## src/rtl/stopwatch_ctrl.sv

```systemverilog
// Stopwatch sequencing controller: input synchronizers, button debouncers,
// run/pause/adjust mode tracking and the 1 Hz / 2 Hz / scan clock enables.
module stopwatch_ctrl #(
    parameter int unsigned DIV_1HZ   = 100_000_000,
    parameter int unsigned DIV_2HZ   = 50_000_000,
    parameter int unsigned DIV_SCAN  = 100_000,
    parameter int unsigned DB_CYCLES = 1_000_000
) (
    input  logic       clk,
    input  logic       reset,
    input  logic       btn_pause,
    input  logic       btn_rst,
    input  logic [1:0] adjust,
    input  logic       select,
    output logic       sec_tick,
    output logic       adj_en,
    output logic       adj_sel,
    output logic       cnt_clr,
    output logic       blink,
    output logic [1:0] scan,
    output logic       paused,
    output logic [1:0] mode
);

    localparam int unsigned W1  = (DIV_1HZ   > 1) ? $clog2(DIV_1HZ)   : 1;
    localparam int unsigned W2  = (DIV_2HZ   > 1) ? $clog2(DIV_2HZ)   : 1;
    localparam int unsigned WS  = (DIV_SCAN  > 1) ? $clog2(DIV_SCAN)  : 1;
    localparam int unsigned WDB = (DB_CYCLES > 1) ? $clog2(DB_CYCLES) : 1;

    typedef enum logic [1:0] {
        RUN    = 2'd0,
        PAUSED = 2'd1,
        ADJ    = 2'd2
    } mode_t;

    mode_t state, state_nxt;

    // Bit 0 carries the pause button, bit 1 the clear button.
    logic [1:0]     btn_s1, btn_s2;
    logic [1:0]     adj_s1, adj_s2;
    logic           sel_s1, sel_s2;
    logic [1:0]     db_lvl, db_prev;
    logic [WDB-1:0] db_cnt [2];
    logic [1:0]     btn_ev;
    logic           pause_ev, clr_ev, paused_nxt;
    logic [W1-1:0]  div_1hz;
    logic [W2-1:0]  div_2hz;
    logic [WS-1:0]  div_scan;

    always_ff @(posedge clk) begin
        if (!reset) begin
            btn_s1 <= '0;
            btn_s2 <= '0;
            adj_s1 <= '0;
            adj_s2 <= '0;
            sel_s1 <= 1'b0;
            sel_s2 <= 1'b0;
        end else begin
            btn_s1 <= {btn_rst, btn_pause};
            btn_s2 <= btn_s1;
            adj_s1 <= adjust;
            adj_s2 <= adj_s1;
            sel_s1 <= select;
            sel_s2 <= sel_s1;
        end
    end

    always_ff @(posedge clk) begin
        if (!reset) begin
            db_lvl  <= '0;
            db_prev <= '0;
            for (int unsigned i = 0; i < 2; i++) db_cnt[i] <= '0;
        end else begin
            db_prev <= db_lvl;
            for (int unsigned i = 0; i < 2; i++) begin
                if (btn_s2[i] != db_lvl[i]) begin
                    if (db_cnt[i] == WDB'(DB_CYCLES - 1)) begin
                        db_lvl[i] <= btn_s2[i];
                        db_cnt[i] <= '0;
                    end else begin
                        db_cnt[i] <= db_cnt[i] + WDB'(1);
                    end
                end else begin
                    db_cnt[i] <= '0;
                end
            end
        end
    end

    assign btn_ev   = db_lvl & ~db_prev;
    assign pause_ev = btn_ev[0];
    assign clr_ev   = btn_ev[1];

    always_ff @(posedge clk) begin
        if (!reset) begin
            state  <= RUN;
            paused <= 1'b0;
        end else begin
            state  <= state_nxt;
            paused <= paused_nxt;
        end
    end

    // The mode register follows the post-toggle pause flag so both change on one edge.
    always_comb begin
        paused_nxt = paused ^ (pause_ev && (state != ADJ));
        if (adj_s2 != 2'b00)
            state_nxt = ADJ;
        else if (paused_nxt)
            state_nxt = PAUSED;
        else
            state_nxt = RUN;
    end

    always_comb begin
        mode = state;
    end

    always_ff @(posedge clk) begin
        if (!reset) begin
            div_1hz  <= '0;
            sec_tick <= 1'b0;
            cnt_clr  <= 1'b0;
        end else begin
            cnt_clr <= clr_ev;
            if (clr_ev) begin
                div_1hz  <= '0;
                sec_tick <= 1'b0;
            end else if (state == RUN) begin
                if (div_1hz == W1'(DIV_1HZ - 1)) begin
                    div_1hz  <= '0;
                    sec_tick <= 1'b1;
                end else begin
                    div_1hz  <= div_1hz + W1'(1);
                    sec_tick <= 1'b0;
                end
            end else begin
                sec_tick <= 1'b0;
            end
        end
    end

    // Blink is cleared by the upcoming mode so it drops on the same edge ADJ is left.
    always_ff @(posedge clk) begin
        if (!reset) begin
            div_2hz <= '0;
            adj_en  <= 1'b0;
            blink   <= 1'b0;
        end else begin
            adj_en <= 1'b0;
            if (state == ADJ) begin
                if (div_2hz == W2'(DIV_2HZ - 1)) begin
                    div_2hz <= '0;
                    adj_en  <= 1'b1;
                end else begin
                    div_2hz <= div_2hz + W2'(1);
                end
            end else begin
                div_2hz <= '0;
            end
            if (state_nxt != ADJ)
                blink <= 1'b0;
            else if (state == ADJ && div_2hz == W2'(DIV_2HZ - 1))
                blink <= ~blink;
        end
    end

    always_ff @(posedge clk) begin
        if (!reset) begin
            div_scan <= '0;
            scan     <= '0;
            adj_sel  <= 1'b0;
        end else begin
            adj_sel <= sel_s2;
            if (div_scan == WS'(DIV_SCAN - 1)) begin
                div_scan <= '0;
                scan     <= scan + 2'd1;
            end else begin
                div_scan <= div_scan + WS'(1);
            end
        end
    end

endmodule

```

## config.mk

```make
export PLATFORM = sky130hd
export DESIGN_NAME = stopwatch_ctrl
export DESIGN_NICKNAME = d
export VERILOG_FILES = /design/src/rtl/stopwatch_ctrl.sv
export SDC_FILE = /design/constraint.sdc
export NUM_CORES = 1
export LEC_CHECK = 0
export CAP_MARGIN = 0
export CORE_UTILIZATION = 51
export DETAILED_ROUTE_END_ITERATION = 10
export PLACE_DENSITY = 0.73
export SLEW_MARGIN = 15
export SYNTH_ARGS = -nofsm -noshare
export SYNTH_HDL_FRONTEND = slang
export SYNTH_SLANG_ARGS = --single-unit
```

## constraint.sdc

```tcl
create_clock -name clk -period 3.07 [get_ports clk]
set_clock_uncertainty 0.05 [all_clocks]
set_input_delay 0.307 -clock clk [delete_from_list [all_inputs] [get_ports clk]]
set_output_delay 0.307 -clock clk [all_outputs]
set_load 0.005 [all_outputs]
```

After elaboration in Yosys (flattened, before gate mapping) --
Memory sizes are Yosys's and may differ from the RTL's. Index checks and enable logic that the tools add are counted.
Word-level totals: register bits after elaboration 94, memory bits (writable) 40, output and inout port bits 10, memories 1
Memory list:
- db_cnt | words 2, width 20, rd ports 2, clocked after Yosys merged registers in 0, write ports 2, RTL line 43 | logic [WDB-1:0] db_cnt [2];
Operators by class: add/subtract/negate cells 6, equal/unequal tests 10, muxes and demuxes 34, bitwise logic cells 13, reduce and logical (&&, ||, !) cells 12
Operators with widths (number):
- 20-bit two-way mux | 6
- 20-bit by 1-bit adder with 20-bit output, second input constant | 2
- 20-bit == test, second input constant | 2
- 27-bit by 1-bit adder with 27-bit output, second input constant | 1
- 27-bit == test, second input constant | 1
- 27-bit two-way mux | 1
- 26-bit by 1-bit adder with 26-bit output, second input constant | 1
- 26-bit == test, second input constant | 1
- 1-bit two-way mux | 26
- 17-bit by 1-bit adder with 17-bit output, second input constant | 1
- 17-bit == test, second input constant | 1
- 1-bit OR | 6
- 2-bit AND reduction | 3
- 2-bit OR reduction | 3
- 3-bit OR reduction | 2
- 2-bit != test, second input constant | 2
- 1-bit NOT | 4
- 2-bit by 1-bit adder with 2-bit output, second input constant | 1
- 2-bit bitwise AND | 1
- 2-bit == test, second input constant | 1
- 1-bit logical AND | 2
- 2-bit logical NOT | 1
- 2-bit two-way mux | 1
- 1-bit != test | 2
- other kinds (3) | 3

Logic depth before layout (Yosys ltp) --
An unclocked memory read counts as a cell.
word-level depth 9, mapped depth 7

Least setup slack after synthesis --
OpenSTA, ideal clock, no wires.
kind flip-flop to flip-flop, start register div_2hz[0], end register div_2hz[24], arrival time 1993 ps, required time 2934 ps, setup slack 942 ps, cell stages (with the launch flop) 8, buffers on the path 2, clock period less this slack 2128 ps, path through dfxtp_1 ha_1 buf_2 nand4_1 or4_1 clkbuf_1 or4_1 a211oi_1
On the way: cells in the longest elaborated chain, start to end 2, elaborated cells between the ends (all ways) 3
RTL lines:
- start, declared | RTL line 47 | logic [W2-1:0] div_2hz;
- start signal, assigned | RTL line 156 | div_2hz <= div_2hz + W2'(1);
- parallel branches: the longest is 2 deep, another holds 26-bit by 1-bit adder with 26-bit output
Parallel ways; which one is timed is not known. A chain may end at the register's enable or synchronous reset.

Worst setup path in the final report --
Ends and elaborated chain as after synthesis.

==> impl_metrics.ini <==
[worst_setup_path]
path_class = flip-flop to flip-flop
cp.arrival_ns = 2.61
critPathMaxFanout = 9
cp-end-kind = flip-flop
max_stage_delay_ns = 0.67
crit_slowest_cell = or4_1
cp_num_buf_inv = 0
start_kind = flip-flop
crit_top_cell = or4_1
cp_cell_sequence = ha_1 > nand4_1 > or4_1 > or4_1 > a211oi_1
crit_required_ns = 3.35
crit_family = simple AND/OR/NAND/NOR gates
r2r_cells = 5
crit_cells = 5

[routing]
firstDrtPassIters = 4
drc = 0
initialDrtViolationCount = 318
via_per_inst = 5.62
routed_wl_um = 12200
detail-route-antenna-nets = 0
wl_per_cell_um = 13.9
vias = 4943

[sta]
rsz0062_at_grt = false
finalMaxSlewViolations = 0
fin_setup_tns_ns = 0
worst_slew_pin_slew_ns = 0.714
setup_slack_ns = 0.735
finalSetupViolCount = 0
fin_crit_sh_pct = 76.1
slew_headroom_pct = 52.0
max_freq_mhz = 428
fin_crit_ns = 2.34
final_hold_viol_count = 0

[logic_synthesis]
syn_inst = 662
yosys_most_used_dff = dfxtp_1
yosys.area.top_type_share_pct = 30.2
synth-async-reset-ratio_pct = 0
ys_top_cells_by_count = dfxtp_1 (94), nor2_1 (61), edfxtp_1 (40), nand4_1 (40), xor2_1 (40)
syn_avg_cell_area_um2 = 9.43
synth_most_common_cell = dfxtp_1
synth_cell_type_count = 43
synth_edf_count = 40
synth_seq_area_share_pct = 49.4
synth.largest_area_cell = dfxtp_1
yosys_warnings = 0
synth_area_um2 = 6240
synth-seq-cells = 134
synth_area_leaders = dfxtp_1 (30%), edfxtp_1 (19%), xor2_1 (5.6%), nand4_1 (4.0%), nor2_1 (3.7%)

[die]
dieArea_um2 = 12700
coreArea_um2 = 12000
initial_core_util_pct = 52.2
dieWidth_um = 113
io_pins = 17
die-height_um = 113
row_count = 40

[layout]
drive_gt1_share_pct = 6.82
n_fill_cell = 972
final_nets = 732
fin_util_pct = 60.7
antenna_cells = 0
area_delta_synth_final_pct = 16.3

[clock_network]
cts_resized = 0
postCtsHoldBufs = 0
post_cts_buffers = 0
cts_root_buffer = clkbuf_16
clock_path_buffers = 2
cts_tree = yes
clk_latency_ns = 0.42
clkTransAtPathRegs_ns = 0.05
cts.sinks = 134
htreeDepth = 4
cts_buffers = 17

[run]
drv_cap = 0

[power_and_ir_drop]
vdd_drop_max_v = 0.000318
leakage_nw = 2.35
p_per_area_nw_per_um2 = 540

[hold_path]
hold_path_class = flip-flop to flip-flop
whs_path_depth = 1

[grt]
grt_pass1_vias = 4691
antenna_found_initial = 0
grt_pass1_wl_um = 21400
gr-usage-all-layers_pct = 21.0
grt_max_degree = 27
grt.overflow.total = 0

[placed_design]
dp_slack_ns = 0.725
post-dp-hpwl_um = 8400
gp_congestion = 0.854
portBuffers = 16

[status]
status = completed
-- flip-flops by register name (all words and copies together) (netlist names), 17 cells and up --
signal	cells
div_2hz	26
db_cnt	40
div_scan	17
div_1hz	27
-- worst paths after layout --
check                                start          end  slack, ns
worst max-delay path            div_2hz[0]  div_2hz[24]       0.73
worst min-delay path                sel_s1       sel_s2       0.38
worst max register to register  div_2hz[0]  div_2hz[24]       0.73
worst min register to register      sel_s1       sel_s2       0.38
-- logic make-up (layout without fill, tap and decap cells) --
group / after synthesis / after routing / synth area share, %
AOI/OAI and AO/OA: 102 / 102 / 9.50
xor gates and xnor gates: 62 / 62 / 8.70
other: 1 / 40 / 0.0601
DFF: 134 / 134 / 49.4
buffers and inverters: 42 / 74 / 2.65
adders and majority gates: 5 / 5 / 1.00
and+or+nand+nor: 316 / 316 / 28.7
-- report_power, final --
part | switching, W | internal, W
Clock | 0.000711 | 0.00120
Combinational | 0.0000603 | 0.0000433
Sequential | 0.0000373 | 0.00186
-- stage by stage --
stage | hold WS [ns] | power, W | instance area (um^2) | std cells
after floorplan | 0.362 | 0.00200 | 6390 | 701
after global placement | 0.369 | 0.00203 | 6700 | 848
after detailed placement | 0.369 | 0.00204 | 6700 | 848
after CTS | 0.381 | 0.00395 | 7260 | 880
after global routing | 0.393 | 0.00406 | 7260 | 880
final | 0.382 | 0.00392 | 7260 | 880
-- metal layers --
layer / GRT usage [%] / vias up / wire length, um
met5: 0 / - / 0
met4: 8.62 / 0 / 176
met3: 5.13 / 14 / 391
met2: 34.7 / 77 / 5850
met1: 26.3 / 2316 / 5820
li1: - / 2536 / -
-- area by class of cell --
class / count / area (um^2) / area share [%]
inverters: 19 / 71.3 / 0.983
flip-flops and latches: 134 / 3080 / 42.5
clock inverters: 11 / 109 / 1.50
clock buffers: 21 / 450 / 6.21
repair buffers: 23 / 213 / 2.93
multi-input cells: 525 / 3150 / 43.4
well taps: 147 / 184 / 2.53
-- placed cells by master (no fill, tap or decap), drive strengths merged, types with 3 or more instances in the layout --
cell,n
a211oi,11
clkinv,7
or2,3
and3,9
conb,40
xor2,40
nand4,42
edfxtp,40
nor3,20
nor4,12
xnor2,22
nor2,61
nand3,33
o21ai,34
nand2,35
inv,19
dfxtp,94
nor4b,5
clkbuf,21
and4,12
or4,22
ha,5
and2,15
or3,34
nor3b,3
a21oi,36
nor4bb,3
buf,7
o31ai,15
clkdlybuf4s50,16
-- worst reg2reg max path: stages (launching register included) --
cell	delay, ns
dfxtp_1	0.36
ha_1	0.36
nand4_1	0.14
or4_1	0.67
or4_1	0.45
a211oi_1	0.22
Note: power is estimated with default switching activity, not from simulation.
